<file path="src/rtl/cnn_mul_arb_pkg.sv">
// Shared widths, defaults and the operand record for the shared-DSP arbiter.
package cnn_mul_arb_pkg;
    localparam int A_W         = 9;
    localparam int B_W         = 13;
    localparam int P_W         = 23;
    localparam int DEF_NREQ    = 4;
    localparam int DEF_MUL_LAT = 2;

    typedef struct packed {
        logic signed [A_W-1:0] a;
        logic signed [B_W-1:0] b;
    } opnd_t;
endpackage

</file>
<file path="src/rtl/cnn_mul_arb_rr.sv">
// Round-robin pointer plus rotate-priority one-hot picker.
module cnn_mul_arb_rr #(
    parameter int NREQ = 4,
    parameter int ID_W = 2
) (
    input  logic            clk,
    input  logic            rst,
    input  logic            hold,
    input  logic [NREQ-1:0] valid,
    output logic [NREQ-1:0] grant,
    output logic            fire,
    output logic [ID_W-1:0] win_id
);
    logic [ID_W-1:0] ptr;
    int              idx;

    // First valid requester at or above the pointer, wrapping; nothing granted under hold or reset.
    always_comb begin
        grant  = '0;
        fire   = 1'b0;
        win_id = '0;
        idx    = 0;
        if (!hold && !rst) begin
            for (int k = 0; k < NREQ; k++) begin
                idx = (int'(ptr) + k) % NREQ;
                if (!fire && valid[idx]) begin
                    fire       = 1'b1;
                    grant[idx] = 1'b1;
                    win_id     = ID_W'(idx);
                end
            end
        end
    end

    // Pointer moves just past the winner on every fire, otherwise holds.
    always_ff @(posedge clk) begin
        if (rst)
            ptr <= '0;
        else if (fire)
            ptr <= (win_id == ID_W'(NREQ - 1)) ? '0 : win_id + 1'b1;
    end
endmodule

</file>
<file path="src/rtl/cnn_mul_mul_9s_13hbi_DSP48_1.sv">
// Signed 9b x 13b multiplier mapped onto one DSP slice; purely combinational.
module cnn_mul_mul_9s_13hbi_DSP48_1 (
    input  logic signed [8:0]  in0,
    input  logic signed [12:0] in1,
    output logic signed [22:0] dout
);
    logic signed [22:0] a_x;
    logic signed [22:0] b_x;

    // Sign-extend both operands to the product width so the low 23 bits are exact.
    assign a_x  = {{14{in0[8]}}, in0};
    assign b_x  = {{10{in1[12]}}, in1};
    assign dout = a_x * b_x;
endmodule

</file>
<file path="src/rtl/cnn_mul_arb_9s_13s.sv">
// Round-robin scheduler sharing one signed 9x13 multiplier among NREQ requesters.
// Stage 0 holds {id,a,b}; the product is then registered MUL_LAT-1 times.
module cnn_mul_arb_9s_13s
    import cnn_mul_arb_pkg::*;
#(
    parameter int NREQ    = DEF_NREQ,
    parameter int MUL_LAT = DEF_MUL_LAT,
    parameter int ID_W    = $clog2(NREQ)
) (
    input  logic                   ap_clk,
    input  logic                   ap_rst,
    input  logic                   hold,
    input  logic [NREQ-1:0]        req_valid,
    output logic [NREQ-1:0]        req_ready,
    input  logic [NREQ*A_W-1:0]    req_a,
    input  logic [NREQ*B_W-1:0]    req_b,
    output logic                   res_valid,
    output logic [ID_W-1:0]        res_id,
    output logic signed [P_W-1:0]  res_p,
    output logic                   busy
);
    localparam int STAGES = MUL_LAT - 1;

    logic                       fire;
    logic [ID_W-1:0]            win_id;
    logic [NREQ-1:0]            grant;
    opnd_t                      in_op;
    opnd_t                      op_s0;
    logic [STAGES:0]            vld_pipe;
    logic [STAGES:0][ID_W-1:0]  id_pipe;
    logic signed [P_W-1:0]      mul_p;

    cnn_mul_arb_rr #(.NREQ(NREQ), .ID_W(ID_W)) u_rr (
        .clk    (ap_clk),
        .rst    (ap_rst),
        .hold   (hold),
        .valid  (req_valid),
        .grant  (grant),
        .fire   (fire),
        .win_id (win_id)
    );

    assign req_ready = grant;

    // Steer the granted requester's operands toward stage 0 (grant is one-hot).
    always_comb begin
        in_op = '0;
        for (int i = 0; i < NREQ; i++) begin
            if (grant[i]) begin
                in_op.a = req_a[i*A_W +: A_W];
                in_op.b = req_b[i*B_W +: B_W];
            end
        end
    end

    // Operand register plus id/valid shift chain; everything freezes under hold.
    always_ff @(posedge ap_clk) begin
        if (ap_rst) begin
            vld_pipe <= '0;
            id_pipe  <= '0;
            op_s0    <= '0;
        end else if (!hold) begin
            vld_pipe[0] <= fire;
            id_pipe[0]  <= win_id;
            op_s0       <= in_op;
            for (int k = 1; k <= STAGES; k++) begin
                vld_pipe[k] <= vld_pipe[k-1];
                id_pipe[k]  <= id_pipe[k-1];
            end
        end
    end

    cnn_mul_mul_9s_13hbi_DSP48_1 u_mul (
        .in0  (op_s0.a),
        .in1  (op_s0.b),
        .dout (mul_p)
    );

    generate
        if (STAGES == 0) begin : g_no_preg
            assign res_p = mul_p;
        end else begin : g_preg
            logic [STAGES:1][P_W-1:0] p_pipe;

            // Product registers running alongside the id/valid chain.
            always_ff @(posedge ap_clk) begin
                if (ap_rst)
                    p_pipe <= '0;
                else if (!hold) begin
                    p_pipe[1] <= mul_p;
                    for (int k = 2; k <= STAGES; k++)
                        p_pipe[k] <= p_pipe[k-1];
                end
            end

            assign res_p = p_pipe[STAGES];
        end
    endgenerate

    // A frozen last stage is shown but not delivered until hold drops.
    assign res_valid = vld_pipe[STAGES] & ~hold;
    assign res_id    = id_pipe[STAGES];
    assign busy      = |vld_pipe;
endmodule

</file>
<file path="config.mk">
export PLATFORM = sky130hd
export DESIGN_NAME = cnn_mul_arb_9s_13s
export DESIGN_NICKNAME = d
export VERILOG_FILES = /design/src/rtl/cnn_mul_arb_pkg.sv /design/src/rtl/cnn_mul_arb_rr.sv /design/src/rtl/cnn_mul_mul_9s_13hbi_DSP48_1.sv /design/src/rtl/cnn_mul_arb_9s_13s.sv
export SDC_FILE = /design/constraint.sdc
export NUM_CORES = 1
export LEC_CHECK = 0
export ABC_AREA = 0
export ABC_CLOCK_PERIOD_IN_PS = 5860
export BUFFER_PORTS_ARGS = -buffer_cell sky130_fd_sc_hd__clkbuf_2
export CORE_UTILIZATION = 59
export DETAILED_ROUTE_END_ITERATION = 10
export PLACE_DENSITY_LB_ADDON = 0.15
export SLEW_MARGIN = 25
export SYNTH_ARGS = -nofsm -noshare
export SYNTH_HDL_FRONTEND = slang
export SYNTH_SLANG_ARGS = --single-unit
</file>
<file path="constraint.sdc">
create_clock -name ap_clk -period 5.86 [get_ports ap_clk]
set_clock_uncertainty 0.05 [all_clocks]
set_input_delay 0.586 -clock ap_clk [delete_from_list [all_inputs] [get_ports ap_clk]]
set_output_delay 0.586 -clock ap_clk [all_outputs]
set_load 0.05 [all_outputs]
</file>
---- After elaboration in Yosys (flattened, before gate mapping) ----
Cells that the tools add are included.
storage, ports and cells
  output and inout bits ................... 31
  register bits after elaboration ......... 53
cells by class
  reductions and logical operators ........ 17
  mux-type cells .......................... 45
  magnitude comparators ................... 8
  multipliers ............................. 1
  equal/unequal tests ..................... 1
  bitwise logic cells ..................... 8
  add/sub/neg operators ................... 4
operator list
  kind                   count
  $mux W22               4
  $mux W4                8
  $mul A9 B13 Y22        1
  $mux W1                19
  $lt A3 B4 Y1 const B   3
  $mux W2                6
  $or A4 B4 Y4           3
  $ge A3 B1 Y1 const B   3
  $bmux W1 S2            4
  $demux W1 S2           4
  $logic_and A1 B1 Y1    8
  $reduce_or A2 Y1       4
  $logic_not A1 Y1       5
  $add A2 B1 Y2 const B  2
  $add A2 B2 Y2 const B  2
  $and A1 B1 Y1 const A  3
  $lt A2 B3 Y1 const B   1
  $eq A2 B2 Y1 const B   1
  $ge A2 B1 Y1 const B   1
  $and A1 B1 Y1          1
  $not A1 Y1             1

---- Longest topological paths before layout ----
Gate-level depths: netlist of the first run.
  depth after elaboration ................. 21
  mapped depth ............................ 20

---- Cells and area by module ----
Synthesis of the first run repeated with hierarchy kept, for this count alone.
second synthesis, totals
  cells, all modules ...................... 776
  area total of the unflattened synthesis .. 7236.9 um2
by module, submodules not included
  module                        instances  sequential area each (um2)  area each (um2)  cells an instance
  cnn_mul_mul_9s_13hbi_DSP48_1  1          0.0                         4068.9           444
  cnn_mul_arb_9s_13s            1          1021.0                      2580.0           260
  cnn_mul_arb_rr                1          40.0                        588.1            72

---- Worst setup path after synthesis of the first run ----
No wires, ideal clock.
  kind .................................... reg2reg
  start point ............................. register op_s0[0] (netlist name)
  end point ............................... register g_preg.p_pipe (netlist bit res_p[21])
  slack ................................... 673 ps
  cell stages (with the launch flop) ...... 17
  period minus slack after synthesis ...... 5187 ps
  data arrival time ....................... 5022 ps
  buffers on the path ..................... 1
  path through ............................ dfxtp_1 -> clkdlybuf4s50_2 -> nand2b_1 -> fa_1 -> fa_1 -> inv_1 -> fa_1 -> fa_1 -> fa_1 -> ha_1 -> o21ai_0 -> nor3_1 -> or3_1 -> a41oi_1 -> xnor2_1 -> o21ai_0 -> and2_1
on the way
  cells in the longest elaborated chain, start to end .. 1
ends and longest elaborated chain
  what                            line                                source
  start: declaration              cnn_mul_arb_9s_13s.sv:28            opnd_t op_s0;
  start signal: assignment        cnn_mul_arb_9s_13s.sv:65            op_s0 <= in_op;
  $mul A9 B13 Y22                 cnn_mul_mul_9s_13hbi_DSP48_1.sv:13  assign dout = a_x * b_x;
  end signal: indexed assignment  cnn_mul_arb_9s_13s.sv:92            p_pipe[k] <= p_pipe[k-1];
  end: declaration                cnn_mul_arb_9s_13s.sv:83            logic [STAGES:1][P_W-1:0] p_pipe;
Every way passes these cells.
A chain may end at the register's enable or synchronous reset.

---- Final worst setup path of the first run ----
  start point ............................. register op_s0[16] (netlist name)
  end point ............................... register g_preg.p_pipe (netlist bit res_p[21])
The elaborated chain is that of the path after synthesis.

==> results.md, run 1 <==
- The flow ran to the end, and the final reports show no timing, DRC or antenna violations.
- In this run, post-CTS repair resized a total of 0 instances.
- The Yosys step of the flow raised 0 warnings.
- Walking the worst path, the cells encountered are nand2_1 > fa_1 > fa_1 > inv_1 > fa_1 > fa_1 > fa_1 > ha_1 > o21ai_0 > nor3_1 > or3_1 > a41oi_1 > xnor2_1 > o21ai_0 > and2_1.
- The number of slew-limit violations in the final report came to 0.
- The total power draw is 2.64 mW.
- The most prevalent standard cell on the critical path is fa_1.
- The gate count after technology mapping is 778.
- The number of port buffers is ~130.
- The placed standard-cell area is between 7000 and 8000 µm².
- The repair_antennas step left the layout with diodes totalling 0.
- The total power density per cell area is 333 nW/µm².
- The post-route netlist has 23.1% of its cells at a drive strength greater than 1.
- The number of filler cells placed in the layout is between 1k and 1.5k.
- In this run the critical register-to-register path is launched from op_s0[16].
- The die covers between 10000 and 15000 µm².
- The number of global-route vias before repair is 5989.
- The clock tree from TritonCTS is yes.
- Detailed routing inserted a total of 5764 vias.
- The total of max-cap violations is 0.
- The aggregate global routing overflow is 0.
- From bottom edge to top edge, the die measures 114 µm.
- Once layout is done, the placed cells without fillers occupy 7940 µm².
- The number of nets in the synthesized netlist is just over 1k.
- The critical path launch point type is a register.
- The count of buffering cells on the critical path with inverters included is 1.
- Counting along the longest clock path gives a buffer depth of 2.
- Once detail routing completed, the nets flagged for antenna violations numbered 0.
- The data required time of the critical path is 6010 ps.
- Net switching is 49.3% of the power.
- The number of gates on the worst path with buffers counted is 15.
- The average cell area after synthesis is around 9.5 µm².
- Along the worst path, the maximum fanout reaches 14.
- The clock tree synthesis step divided the H-tree into 2 levels.
- The shortest period the worst path allows is around 5400 ps.
- The slew at the pin closest to its max-slew limit is 811 ps.
- The final count of hold timing violations is 0.
- The portion of the post-synthesis area used by sequential elements is between 10% and 20%.
- The initial core utilization is 61.3%.
- The critical setup path kind is reg -> reg.
- After synthesis, the share of cell area in mux cells is 2.41%.
- The cell area after synthesis is approximately 7400 µm².
- The initial antenna violation count is 0.
- The cell total after placement is between 1k and 1.5k.
- Dividing the final minimum period by the clock period gives 92.4%.
- After synthesis, the largest family of logic cells by area is adder cells.
- Setup violations remaining at the end of the flow were counted as 0.
- After the flow finishes, the layout carries non-filler instances totaling 1031.
- The worst setup path is captured at a register.
- In this run the worst setup path terminates at res_p[21].
- The internal power of the cells totals 1.34 mW.
- Per report_power, the sequential group accounts for 22.6% of the total.
- After Yosys synthesis, and, or, nand and nor cells account for 16.1% of the synthesized area.
- The share of total power dissipated in combinational logic is 62.8%.
- The final sum of negative setup slack is 0 ps.
- After detailed routing, the total wire length is between 15000 and 20000 µm.
- The placer's final routability congestion estimate is 0.948.
- The iteration count of the initial detailed-routing pass is 5.
- The first global-routing pass estimated a little under 30000 µm of wire.
- The clock root buffer is clkbuf_16.
- Across every metal layer, demand over resource in global routing totals 28.3%.
- The final core utilization is roughly 66%.
- Entering global routing, the biggest net connects 73 pins.
- The total of flip-flops plus latches after synthesis is 52.
- The number of rows in the core area is 40.
- The worst register-to-register path ends at res_p[21].
- Summed over all nets, the switching power comes to approximately 1.3 mW.
- The worst setup margin is ~450 ps.
- The final net count is ~1.1k.
- The register-to-register setup slack is approximately 450 ps.
- The floorplan core area is 12100 µm².
- The maximum clock frequency is 0.185 GHz.
- The sink count of the clock tree is 52.
- Broken down by cell family, the worst path's largest delay share belongs to adder cells.
- The path class of the lowest-slack min-delay path is reg -> reg.
- Measured along the x axis, the die boundary spans 114 µm.
- Across the VDD grid, the largest voltage drop is ~0.25 mV.
- The netlist uses 69 different library cells.
- The clock latency at the later pin of the worst-skew pair is around 300 ps.
- The clock slew seen by the registers of the worst setup and hold paths is roughly 80 ps.
- STA puts the critical path data arrival time at 5560 ps.
- Counting flops with a built-in enable in the synthesized netlist gives 0.
- On the worst path, the slowest cell contributes a delay of roughly 580 ps.
- The remaining design rule violation count is 0.
- The cts-stage hold buffer count is 0.
- The pre-CTS setup slack is between 400 and 500 ps.
- Setup repair after global routing left no endpoint under its margin.
- The number of top-level pins is 126.
- Dividing the detail-routed via count by the number of cells gives 5.59.
- The normalized max-slew margin is 45.8%.
- The detailed router's first-iteration violation count is 351.
- The synthesized netlist devotes 16.4% of its cell area to compound gates.
- The flip-flop and latch area is 1040 µm².
- For this design, the slowest cell found on the critical path is dfxtp_1.
- The most common flop cell mapped by yosys is dfxtp_1.
- Buffers inserted during clock tree synthesis total 5.
- The final hold slack is 416 ps.
- The half-perimeter wire length after placement is between 10000 and 15000 µm.
- The XOR/XNOR share of the synthesized area is 2.83%.
- The analysis attributes to cell leakage a power of 4.07 nW.
- The clock network burns 14.6% of the power.
- In the final routed layout, each cell accounts on average for roughly 17 µm.
- The area growth from synthesis to layout is 6.98%.
- The synthesized netlist devotes 35.6% of its cell area to adder and majority cells.
- The most critical setup path has its startpoint at op_s0[16].
- Counting cells, the worst reg-to-reg path comes to 15.
- The area of the multi-input gates is roughly 5500 µm².
- The proportion of synthesized flip-flops having asynchronous set or reset is 0%.
- The post-CTS setup repair buffer count is 0.
==> placed cells by master (no fill, tap or decap), types with 21 or more instances in the layout <==
cell type  Yosys  final
a22oi_1       23     23
and2_1        54     54
and2b_2       21     21
clkbuf_2       1    125
dfxtp_1       52     52
fa_1          98     98
ha_1          54     54
inv_1         91     91
nand2_1       76     75
nor2_1        40     40
o21ai_0       40     40
o22ai_1       24     24
==> worst reg2reg max path, delay by kind of cell, from the launching register on <==
kind	cells	cell delay, ps
xor+xnor	1	150
compound gates	3	590
simple gates	4	830
fa+ha+maj	6	3040
flops	1	580
buf+inv	1	60
==> area by class of cell <==
| type | instances | share of cell area (%) |
|---|---|---|
| Timing Repair Buffer | 134 | 8.73 |
| Multi-Input combinational cell | 577 | 68.7 |
| Clock buffer | 5 | 1.58 |
| Sequential cell | 52 | 13.1 |
| Clock inverter | 3 | 0.867 |
| Tap cell | 168 | 2.65 |
| Inverter | 92 | 4.35 |
==> kinds of logic after synthesis <==
| logic type | count (synthesis) |
|---|---|
| simple gates | 226 |
| compound gates | 161 |
| fa+ha+maj | 152 |
| buf+inv | 149 |
| flops | 52 |
| xor+xnor | 24 |
| mux | 14 |
==> power groups by stage <==
stage               sequential, mW  combinational (mW)  clock [mW]
global placement             0.592                1.60           0
detailed placement           0.598                1.63           0
finish                       0.596                1.66       0.386
CTS                          0.592                1.67       0.392
global route                 0.610                1.85       0.404
floorplan                    0.623                1.32           0
==> flip-flops by register name, indices dropped and copies added (netlist names) <==
signal,flops
res_id,2
vld_pipe,2
u_rr.ptr,2
op_s0,22
res_p,22
id_pipe,2
==> synthesized netlist by cell type, drive strengths merged, types with 2 or more instances <==
cell / number / area share (%)
nand2b: 7 / 0.59
and2: 55 / 4.7
dfxtp: 52 / 14
nor2: 40 / 2.0
o21a: 4 / 0.40
a21o: 12 / 1.2
bufbuf: 5 / 2.0
nor2b: 5 / 0.52
nand4: 2 / 0.17
xnor2: 15 / 1.8
nor3: 6 / 0.47
a21oi: 16 / 1.1
a211oi: 4 / 0.47
or2: 2 / 0.17
mux4: 3 / 0.91
buf: 20 / 2.4
a221oi: 22 / 4.3
nor3b: 2 / 0.20
fa: 98 / 26
a22oi: 23 / 2.3
a31oi: 3 / 0.25
a41oi: 2 / 0.24
o22ai: 24 / 2.0
inv: 91 / 4.6
and2b: 21 / 2.5
and3: 2 / 0.17
xor2: 9 / 1.1
nand3: 2 / 0.20
ha: 54 / 9.1
clkbuf: 30 / 3.3
o21ai: 40 / 2.7
mux2i: 10 / 1.3
nand2: 76 / 3.8
==> layer usage <==
| metal | global-route usage [%] | routed length [µm] | vias to the layer above |
|---|---|---|---|
| li1 | - | - | 2744 |
| met1 | 38.9 | 7640 | 2800 |
| met2 | 46.4 | 8300 | 198 |
| met3 | 5.82 | 1040 | 22 |
| met4 | 6.23 | 230 | 0 |
| met5 | 0 | 0 | - |
==> how the worst min path moves through the flow <==
stage	from	depth (start not counted)	endpoint	slack (ps)
global route	id_pipe[0]	1	id_pipe[0]	440
finish	id_pipe[1]	1	id_pipe[1]	420
CTS	res_p[18]	2	res_p[18]	420
floorplan	id_pipe[0]	1	id_pipe[0]	380
global placement	id_pipe[1]	1	id_pipe[1]	390
detailed placement	res_p[18]	2	res_p[18]	400
No activity file was read; power rests on OpenSTA's default activity.
==> run 2: changes to the inputs <==
--- a/config.mk
+++ b/config.mk
@@ -8,10 +8,11 @@
 export ABC_AREA = 0
 export ABC_CLOCK_PERIOD_IN_PS = 5860
 export BUFFER_PORTS_ARGS = -buffer_cell sky130_fd_sc_hd__clkbuf_2
-export CORE_UTILIZATION = 59
+export CELL_PAD_IN_SITES_DETAIL_PLACEMENT = 1
+export CELL_PAD_IN_SITES_GLOBAL_PLACEMENT = 2
+export CORE_UTILIZATION = 36
 export DETAILED_ROUTE_END_ITERATION = 10
 export PLACE_DENSITY_LB_ADDON = 0.15
-export SLEW_MARGIN = 25
 export SYNTH_ARGS = -nofsm -noshare
 export SYNTH_HDL_FRONTEND = slang
 export SYNTH_SLANG_ARGS = --single-unit
==> results.md, run 2 (same netlist as run 1, synthesis figures left out) <==
- The overall die area is 21200 µm² (was 13000 µm²).
- The path class of the lowest-slack min-delay path was reg -> reg (unchanged).
- The post-cts gate resize count is 0 (unchanged).
- The placer's final routability congestion estimate is 0.869 (was 0.948).
- The data required time of the critical path is 6020 ps (was 6010 ps).
- The part of the total power dissipated in sequential elements is 23.6% (was 22.6%).
- The final sum of negative setup slack is 0 ps (unchanged).
- The final hold slack was 402 ps (was 416 ps).
- The critical path launch point type was a register (unchanged).
- The initial antenna violation count is 0 (unchanged).
- Status: completed (unchanged).
- The cell total after placement is 1123 (was 1023).
- The terminus of the critical flop-to-flop path is res_p[21] (unchanged).
- The clock latency at the later pin of the worst-skew pair is 310 ps (was 300 ps).
- The horizontal die dimension was 146 µm (was 114 µm).
- The placed standard-cell area is 7850 µm² (was 7740 µm²).
- The arrival time of the worst setup path is 5600 ps (was 5560 ps).
- The average routed wire per standard cell is 18.2 µm (was 16.7 µm).
- The synthesis-to-layout area growth is 7.81% (was 6.98%).
- The iteration count of the initial detailed-routing pass was 6 (was 5).
- The maximum clock frequency is 0.184 GHz (was 0.185 GHz).
- The total power draw was 2.60 mW (was 2.64 mW).
- The post-CTS setup repair buffer count is 0 (unchanged).
- The pre-CTS setup slack is 365 ps (was 489 ps).
- The number of rows in the core area is 52 (was 40).
- The reg-to-reg startpoint was op_s0[13] (was op_s0[16]).
- The number of buffers created by CTS was 5 (unchanged).
- The maximum number of buffers from clock root to sink was 2 (unchanged).
- The wire length after detailed routing is 20600 µm (was 17200 µm).
- The number of filler cells placed in the layout is 2377 (was 1066).
- The depth of the most critical reg-to-reg path is 16 (was 15).
- The clock tree from TritonCTS is yes (unchanged).
- The detailed router's first-iteration violation count is 276 (was 351).
- The worst setup margin is 413 ps (was 448 ps).
- The most prevalent standard cell on the critical path was fa_1 (unchanged).
- Most used cells in the layout excluding fill and tap cells: 125 x clkbuf_2, 98 x fa_1, 91 x inv_1 (unchanged).
- The count of buffering cells on the critical path with inverters included is 3 (was 1).
- The slew at the pin closest to its max-slew limit came to 1130 ps (was 811 ps).
- The endpoint kind of the worst setup timing path was a register (unchanged).
- The number of global-route vias before repair is 6268 (was 5989).
- The die span in y came to 146 µm (was 114 µm).
- The leakage component of the power is 4.04 nW (was 4.07 nW).
- The total number of vias came to 5814 (was 5764).
- The half-perimeter wire length after placement came to 17100 µm (was 14100 µm).
- The final cell area excluding filler cells is 8000 µm² (was 7940 µm²).
- The maximum fanout count along the critical path is 14 (unchanged).
- The number of slew-limit violations in the final report is 0 (unchanged).
- The sink count of the clock tree was 52 (unchanged).
- The proportion of power drawn by the clock network is 12.3% (was 14.6%).
- The number of diodes came to 0 (unchanged).
- The initial core utilization is 36.7% (was 61.3%).
- The shortest period the worst path allows is 5450 ps (was 5410 ps).
- The worst vdd rail ir drop is 0.165 mV (was 0.253 mV).
- The flip-flop and latch area is 1040 µm² (unchanged).
- The number of cells in the finished layout apart from fillers is 1131 (was 1031).
- The family with the most delay on the worst path is adder cells (unchanged).
- The combinational share of power was 64.0% (was 62.8%).
- The register-to-register setup slack is 410 ps (was 450 ps).
- The number of port buffers came to 125 (unchanged).
- The cell-internal power is 1.26 mW (was 1.34 mW).
- The layout cell share with drive strength beyond 1 is 22.8% (was 23.1%).
- The normalized max-slew margin is 24.7% (was 45.8%).
- The switching fraction of total power is 51.7% (was 49.3%).
- The final core utilization is 39.5% (was 65.5%).
- The overall fraction of global-route tracks in use is 20.0% (was 28.3%).
- The sink of the worst hold path is id_pipe[1] (unchanged).
- The clock root buffer is clkbuf_16 (unchanged).
- The portion of the clock cycle consumed by the worst path in the final layout is 92.9% (was 92.4%).
- The first-pass GRT wire length is 33600 µm (was 29100 µm).
- Critical path, cell by cell: nand2_1 > fa_1 > inv_1 > fa_1 > fa_1 > inv_1 > fa_1 > inv_1 > ha_1 > ha_1 > a211o_1 > or3_1 > a41oi_1 > xnor2_1 > o21ai_0 > and2_1 (was nand2_1 > fa_1 > fa_1 > inv_1 > fa_1 > fa_1 > fa_1 > ha_1 > o21ai_0 > nor3_1 > or3_1 > a41oi_1 > xnor2_1 > o21ai_0 > and2_1).
- The number of top-level pins is 126 (unchanged).
- The cell with the largest stage delay on the worst path is fa_1 (was dfxtp_1).
- The total of max-cap violations is 0 (unchanged).
- The clock slew seen by the registers of the worst setup and hold paths came to 70 ps (was 80 ps).
- The residual antenna-violating net count after detailed routing is 0 (unchanged).
- Setup repair after global routing missed its margin: false (unchanged).
- The hold path depth is 1 (unchanged).
- The critical hold path startpoint is id_pipe[1] (unchanged).
- The total power density per cell area is 325 nW/µm² (was 333 nW/µm²).
- The area of the multi-input gates is 5440 µm² (was 5450 µm²).
- The final net count is 1107 (was 1109).
- The routed via count divided by cell count is 5.14 (was 5.59).
- The cts-stage hold buffer count came to 0 (unchanged).
- The final count of hold timing violations came to 0 (unchanged).
- The largest net degree at the start of global routing is 74 (was 73).
- The startpoint of the most critical setup path is op_s0[13] (was op_s0[16]).
- The aggregate global routing overflow is 0 (unchanged).
- The biggest cell delay along the critical path came to 670 ps (was 580 ps).
- The remaining design rule violation count is 0 (unchanged).
- The number of levels in the clock H-tree is 2 (unchanged).
- The count of final setup violators was 0 (unchanged).
- The critical setup path kind is reg -> reg (unchanged).
- The commonest non-fill, non-tap cell in the layout was clkbuf_2 (unchanged).
- The reported net switching power is 1.34 mW (was 1.30 mW).
- The floorplan core area is 20200 µm² (was 12100 µm²).
[run 2: area by class of cell]
type / instances / area share, %
Multi-Input combinational cell: 577 / 68.1
Inverter: 92 / 4.32
Tap cell: 270 / 4.22
Clock buffer: 6 / 1.74
Timing Repair Buffer: 132 / 8.48
Sequential cell: 52 / 13.0
Clock inverter: 2 / 0.172
[run 2: power by group through the flow]
stage                     clock network (mW)  logic [mW]  registers [mW]
after global placement                     0        1.67           0.611
after global routing                   0.350        1.86           0.636
final                                  0.320        1.67           0.615
after detailed placement                   0        1.70           0.621
after CTS                              0.336        1.71           0.614
after floorplan                            0        1.32           0.623
[run 2: worst max path at each step]
stage	slack, ps	cells past startpoint	end
finish	410	16	res_p[21]
global route	100	16	res_p[21]
CTS	380	16	res_p[21]
detailed placement	360	16	res_p[21]
global placement	600	16	res_p[21]
floorplan	670	16	res_p[21]
[run 2: layer usage]
metal  GRT usage, %  up-vias  part of all wire (%)
met5              0        -                     0
met4           5.05        0                   1.4
met3           2.54       14                   3.6
met2           33.5      117                    48
met1           27.2     2944                    46
li1               -     2739                     -
